[src/rtl/dma_bus_master.sv]
// dma_bus_master: 6502 bus initiator that halts the CPU, copies len bytes src->dst, then returns the bus
//   clk_96mhz/reset      system clock, synchronous active-high reset
//   clk_1mhz/cpu_rwb_in  asynchronous phi2 and CPU RWB, synchronised internally
//   start/src/dst/len    transfer request, operands latched on an accepted start
//   abort                level; the current bus cycle completes, then the bus is released
//   rd_data              data bus value captured at the end of a read cycle
//   cpu_rdy/cpu_be       CPU halt and bus-enable controls
//   m_*                  master address/data/rwb and their pad enables
//   busy/done/remaining  transfer status
module dma_bus_master #(
    parameter int ADDR_W     = 16,
    parameter int LEN_W      = 16,
    parameter int SETTLE_CYC = 2
) (
    input  logic              clk_96mhz,
    input  logic              reset,
    input  logic              clk_1mhz,
    input  logic              cpu_rwb_in,
    input  logic              start,
    input  logic [ADDR_W-1:0] src_addr,
    input  logic [ADDR_W-1:0] dst_addr,
    input  logic [LEN_W-1:0]  len,
    input  logic              abort,
    input  logic [7:0]        rd_data,
    output logic              cpu_rdy,
    output logic              cpu_be,
    output logic [ADDR_W-1:0] m_addr,
    output logic              m_addr_oe,
    output logic              m_rwb,
    output logic [7:0]        m_data,
    output logic              m_data_oe,
    output logic              busy,
    output logic              done,
    output logic [LEN_W-1:0]  remaining
);
    localparam int CW = $clog2(SETTLE_CYC + 1);

    typedef enum logic [2:0] {IDLE, HALT, DRAIN, RD, WR, RELEASE} state_t;

    state_t            state_q;
    logic [2:0]        phi_q;
    logic [1:0]        rwb_q;
    logic [ADDR_W-1:0] src_q;
    logic [ADDR_W-1:0] dst_q;
    logic [CW-1:0]     cnt_q;
    logic              fall;

    // phi_q[1:0] is the two-flop synchroniser, phi_q[2] the edge register
    assign fall = phi_q[2] & ~phi_q[1];

    always_ff @(posedge clk_96mhz) begin
        if (reset) begin
            phi_q <= '0;
            rwb_q <= 2'b11;
        end else begin
            phi_q <= {phi_q[1:0], clk_1mhz};
            rwb_q <= {rwb_q[0], cpu_rwb_in};
        end
    end

    always_ff @(posedge clk_96mhz) begin
        if (reset) begin
            state_q   <= IDLE;
            cpu_rdy   <= 1'b1;
            cpu_be    <= 1'b1;
            m_addr    <= '0;
            m_addr_oe <= 1'b0;
            m_rwb     <= 1'b1;
            m_data    <= '0;
            m_data_oe <= 1'b0;
            busy      <= 1'b0;
            done      <= 1'b0;
            remaining <= '0;
            src_q     <= '0;
            dst_q     <= '0;
            cnt_q     <= '0;
        end else begin
            done <= 1'b0;
            case (state_q)
                IDLE: if (start) begin
                    if (len != '0) begin
                        state_q   <= HALT;
                        src_q     <= src_addr;
                        dst_q     <= dst_addr;
                        remaining <= len;
                        busy      <= 1'b1;
                        cpu_rdy   <= 1'b0;
                    end else begin
                        done <= 1'b1;
                    end
                end
                // the CPU only honours RDY during a read, so wait for a read fall before BE drops
                HALT: if (fall) begin
                    if (abort) begin
                        state_q <= RELEASE;
                    end else if (rwb_q[1]) begin
                        state_q <= DRAIN;
                        cpu_be  <= 1'b0;
                        cnt_q   <= '0;
                    end
                end
                DRAIN: if (fall) begin
                    if (abort) begin
                        state_q <= RELEASE;
                        cpu_be  <= 1'b1;
                    end else if (cnt_q == CW'(SETTLE_CYC - 1)) begin
                        state_q   <= RD;
                        m_addr    <= src_q;
                        m_rwb     <= 1'b1;
                        m_addr_oe <= 1'b1;
                        m_data_oe <= 1'b0;
                    end else begin
                        cnt_q <= cnt_q + 1'b1;
                    end
                end
                RD: if (fall) begin
                    m_data <= rd_data;
                    src_q  <= src_q + 1'b1;
                    if (abort) begin
                        state_q   <= RELEASE;
                        m_addr_oe <= 1'b0;
                        m_rwb     <= 1'b1;
                        cpu_be    <= 1'b1;
                    end else begin
                        state_q   <= WR;
                        m_addr    <= dst_q;
                        m_rwb     <= 1'b0;
                        m_data_oe <= 1'b1;
                    end
                end
                WR: if (fall) begin
                    dst_q     <= dst_q + 1'b1;
                    remaining <= remaining - 1'b1;
                    m_data_oe <= 1'b0;
                    if (remaining == LEN_W'(1) || abort) begin
                        state_q   <= RELEASE;
                        m_addr_oe <= 1'b0;
                        m_rwb     <= 1'b1;
                        cpu_be    <= 1'b1;
                    end else begin
                        state_q <= RD;
                        m_addr  <= src_q;
                        m_rwb   <= 1'b1;
                    end
                end
                RELEASE: if (fall) begin
                    state_q <= IDLE;
                    cpu_rdy <= 1'b1;
                    busy    <= 1'b0;
                    done    <= 1'b1;
                end
                default: state_q <= IDLE;
            endcase
        end
    end
endmodule
[config.mk]
export PLATFORM = sky130hd
export DESIGN_NAME = dma_bus_master
export DESIGN_NICKNAME = d
export VERILOG_FILES = /design/src/rtl/dma_bus_master.sv
export SDC_FILE = /design/constraint.sdc
export NUM_CORES = 1
export LEC_CHECK = 0
export BUFFER_PORTS_ARGS = -buffer_cell sky130_fd_sc_hd__buf_4
export CAP_MARGIN = 10
export CORE_MARGIN = 2
export CORE_UTILIZATION = 40
export CTS_CLUSTER_DIAMETER = 50
export DETAILED_ROUTE_END_ITERATION = 6
export MAX_ROUTING_LAYER = met4
export PLACE_DENSITY = 0.61
export REMOVE_ABC_BUFFERS = 1
export SLEW_MARGIN = 20
export SYNTH_ARGS = -nofsm -noshare
export SYNTH_HDL_FRONTEND = slang
export SYNTH_SLANG_ARGS = --single-unit
[constraint.sdc]
create_clock -name clk_96mhz -period 3.6 [get_ports clk_96mhz]
set_input_delay 0.72 -clock clk_96mhz [delete_from_list [all_inputs] [get_ports clk_96mhz]]
set_output_delay 0.72 -clock clk_96mhz [all_outputs]
set_load 0.02 [all_outputs]
==> results.sh <==
export IMPL_syn_area_per_cell_um2=7.78
export IMPL_tightest_slew_ps=954
export IMPL_reg2reg_to="remaining[0]"
export IMPL_insertion_delay_ps=350
export IMPL_cts_setup_buffers=0
export IMPL_ir_drop_mv=0.280
export IMPL_worstSetupPathType="reg2reg"
export IMPL_fin_crit_ps=2610
export IMPL_die_height_um=115
export IMPL_synth_compound_area_share_pct=31.0
export IMPL_num_rows=40
export IMPL_rsz0062_at_grt="false"
export IMPL_final_cells=863
export IMPL_timing_reg2reg_setup_slack_ps=990
export IMPL_drt_wirelength_per_cell_um=16.8
export IMPL_synth_cell_type_count=62
export IMPL_hold_path_class="reg2reg"
export IMPL_cts_root_buf="clkbuf_16"
export IMPL_cp_required_ps=3850
export IMPL_synth_flop_cell="dfxtp_1"
export IMPL_synth_xor_area_share_pct=0
export IMPL_hold_path_end="rwb_q[1]"
export IMPL_p_leak_nw=2.35
export IMPL_worst_slack_ps=992
export IMPL_synth_edff_count=0
export IMPL_pwr_density_cell_nw_per_um2=575
export IMPL_syn2layout_area_growth_pct=23.2
export IMPL_cts_htree_levels=3
export IMPL_nNetsFinal=778
export IMPL_whs_ps=413
export IMPL_num_antenna_cells=0
export IMPL_startpoint="state_q[2]"
export IMPL_mostFrequentLayoutCell="buf_4"
export IMPL_period_share_pct=72.4
export IMPL_final_max_slew_viol_count=0
export IMPL_cts_clk_slew_worst_paths_ps=70
export IMPL_antenna_found_initial=0
export IMPL_cts_hold_buf=0
export IMPL_most_common_layout_cells="buf_4 (117), nand2_1 (97), a21oi_1 (92), dfxtp_1 (89), o21ai_0 (48)"
export IMPL_cts_tree="built"
export IMPL_worstPathArrival_ps=2860
export IMPL_num_fill_cells=1186
export IMPL_r2r_cells=4
export IMPL_postCtsResizedCells=0
export IMPL_drive_gt1_share_pct=21.5
export IMPL_synth_yosys_seq_area_share_pct=36.2
export IMPL_die_w_um=115
export IMPL_synth_top_family_by_area="compound AO/OA/AOI/OAI gates"
export IMPL_crit_family="compound AO/OA/AOI/OAI gates"
export IMPL_gp_congestion=0.868
export IMPL_core_area_um2=12000
export IMPL_setup_viol=0
export IMPL_critPathLaunchType="flip-flop"
export IMPL_drt_iter0_drc=369
export IMPL_drv_cap=0
export IMPL_slowest_delay_ps=890
export IMPL_portBuffers=108
export IMPL_multiInputGateArea_um2=2890
export IMPL_slowest_stage="nor3b_4"
export IMPL_detail_route_antenna_nets=0
export IMPL_slew_headroom_pct=36.3
export IMPL_first_global_vias=4804
export IMPL_numCtsBuffers=9
export IMPL_dieArea_um2=13200
export IMPL_clock_sinks=89
export IMPL_viasPerCell=5.84
export IMPL_cts_buffer_depth=2
export IMPL_io_pins=109
export IMPL_postSynth_asyncResetShare_pct=0
export IMPL_min_delay_start="rwb_q[0]"
export IMPL_synthMuxAreaShare_pct=3.25
export IMPL_syn_inst=633
export IMPL_min_path_cells=1
export IMPL_hold_viol_final=0
export IMPL_pre_cts_slack_ps=674
export IMPL_clock_skew_ps=7.69
export IMPL_critPathMaxFanout=32
export IMPL_syn_area_um2=4930
export IMPL_ys_seq_elements=89
export IMPL_dp_cells=847
export IMPL_route_detailed_drc=0
export IMPL_utilization_pct=50.5
export IMPL_worstReg2RegStart="state_q[2]"
export IMPL_synthAdderAreaFrac_pct=1.27
export IMPL_grt_max_degree=62
export IMPL_drt_total_wl_mm=14.5
export IMPL_path_buf_inv=0
export IMPL_start_util_pct=41.0
export IMPL_fmax_mhz=383
export IMPL_grt_first_pass_wirelength_mm=23.7
export IMPL_firstDrtPassIters=5
export IMPL_status="complete, no violations"
export IMPL_dp_hpwl_mm=9.96
export IMPL_yosys_area_share_simple_pct=23.0
export IMPL_grt_usage_pct=23.0
export IMPL_overflow=0
export IMPL_crit_chain="nor3b_4 > a21o_4 > o21ai_0 > a221oi_1"
export IMPL_setup_tns_ps=0
export IMPL_vias=5043
export IMPL_yosysWarningCount=0
export IMPL_final_seq_area_um2=1780
export IMPL_end_kind="flip-flop"
kinds of logic after synthesis:
kind of cell,Yosys count
adder cells (fa/ha/maj),5
AND/OR/NAND/NOR,224
buffers and inverters,58
multiplexers,16
flip-flops,89
AO/OA/AOI/OAI,241
cell usage after synthesis (2+ instances only):
master    count  share of area (%)
nor2_1       26                2.0
ha_1          5                1.3
nor4_2        3               0.76
nor4_1        7               0.89
and4_1        2               0.36
a311oi_1      2               0.36
o41ai_1       9                1.6
o32ai_1       6                1.1
and3_1        5               0.63
dfxtp_1      89                 36
buf_2        12                1.2
nand2_1      97                7.4
nor2b_1      11                1.4
nor3b_1       5               0.76
o31a_1        4               0.71
a31oi_1      12                1.5
a31o_1        3               0.53
nor3_1       14                1.4
a21oi_2       2               0.36
o31ai_1       7                1.1
and2_1        6               0.76
nand3_1      15                1.5
o21ai_1       4               0.41
or2_2         3               0.38
a21bo_2       2               0.41
o22ai_1       4               0.51
mux2i_1      16                3.3
nand4_1       7               0.89
a21oi_1      92                9.3
nor4b_1       3               0.53
inv_1         7               0.53
clkbuf_1     33                2.5
a211oi_1     22                3.4
o211ai_1      4               0.61
nand2b_1      2               0.25
or4_1         3               0.46
or3_1         6               0.76
o21a_1        8                1.2
a211oi_2      3               0.76
buf_6         2               0.46
buf_1         2               0.15
o21ai_0      48                4.9
flip-flops by register name, summed over array words and instances (netlist names), 2 cells and up:
signal / flops
remaining: 16
m_data: 8
src_q: 16
state_q: 3
m_addr: 16
phi_q: 3
rwb_q: 2
cnt_q: 2
dst_q: 16
per-layer routing:
layer | global-route usage (%) | wire length, um | vias up
li1 | - | - | 2500
met1 | 30.6 | 6780 | 2382
met2 | 35.2 | 6760 | 141
met3 | 3.32 | 675 | 20
met4 | 9.00 | 300 | 0
met5 | - | 0 | -
how the worst max path moves through the flow:
stage / to / slack (ps) / cells past startpoint
2_1_floorplan: src_q[7] / -40 / 5
3_3_place_gp: src_q[10] / 770 / 6
3_5_place_dp: src_q[13] / 670 / 6
4_1_cts: remaining[0] / 1010 / 4
5_1_grt: remaining[0] / 800 / 4
6_report: remaining[0] / 990 / 4
layout make-up:
cell class,count,share of cell area (%)
Clock buffer,11,3.84
Clock inverter,5,0.928
Multi-Input combinational cell,486,47.6
Timing Repair Buffer,118,14.8
Inverter,7,0.433
Tap cell,147,3.03
Sequential cell,89,29.4
where the power goes:
group          internal, mW  leakage, nW  switching [mW]  total, mW
registers              1.13        0.727           0.225       1.36
logic                 0.466         1.49           0.718       1.18
clock network         0.538        0.139           0.408      0.946
total                  2.14         2.35            1.35       3.49
per-stage QoR:
stage	total power [mW]	cell area [um2]
after floorplan	2.10	4690
after global placement	2.53	5780
after detailed placement	2.55	5780
after CTS	3.49	6070
after global routing	3.69	6070
final	3.49	6070
worst reg2reg max path: cells and delay by family, from the launching register on:
family          cells  cell delay, ps
compound gates      3             920
flops               1             690
simple gates        1             890
Note: power is estimated with default switching activity, not from simulation.
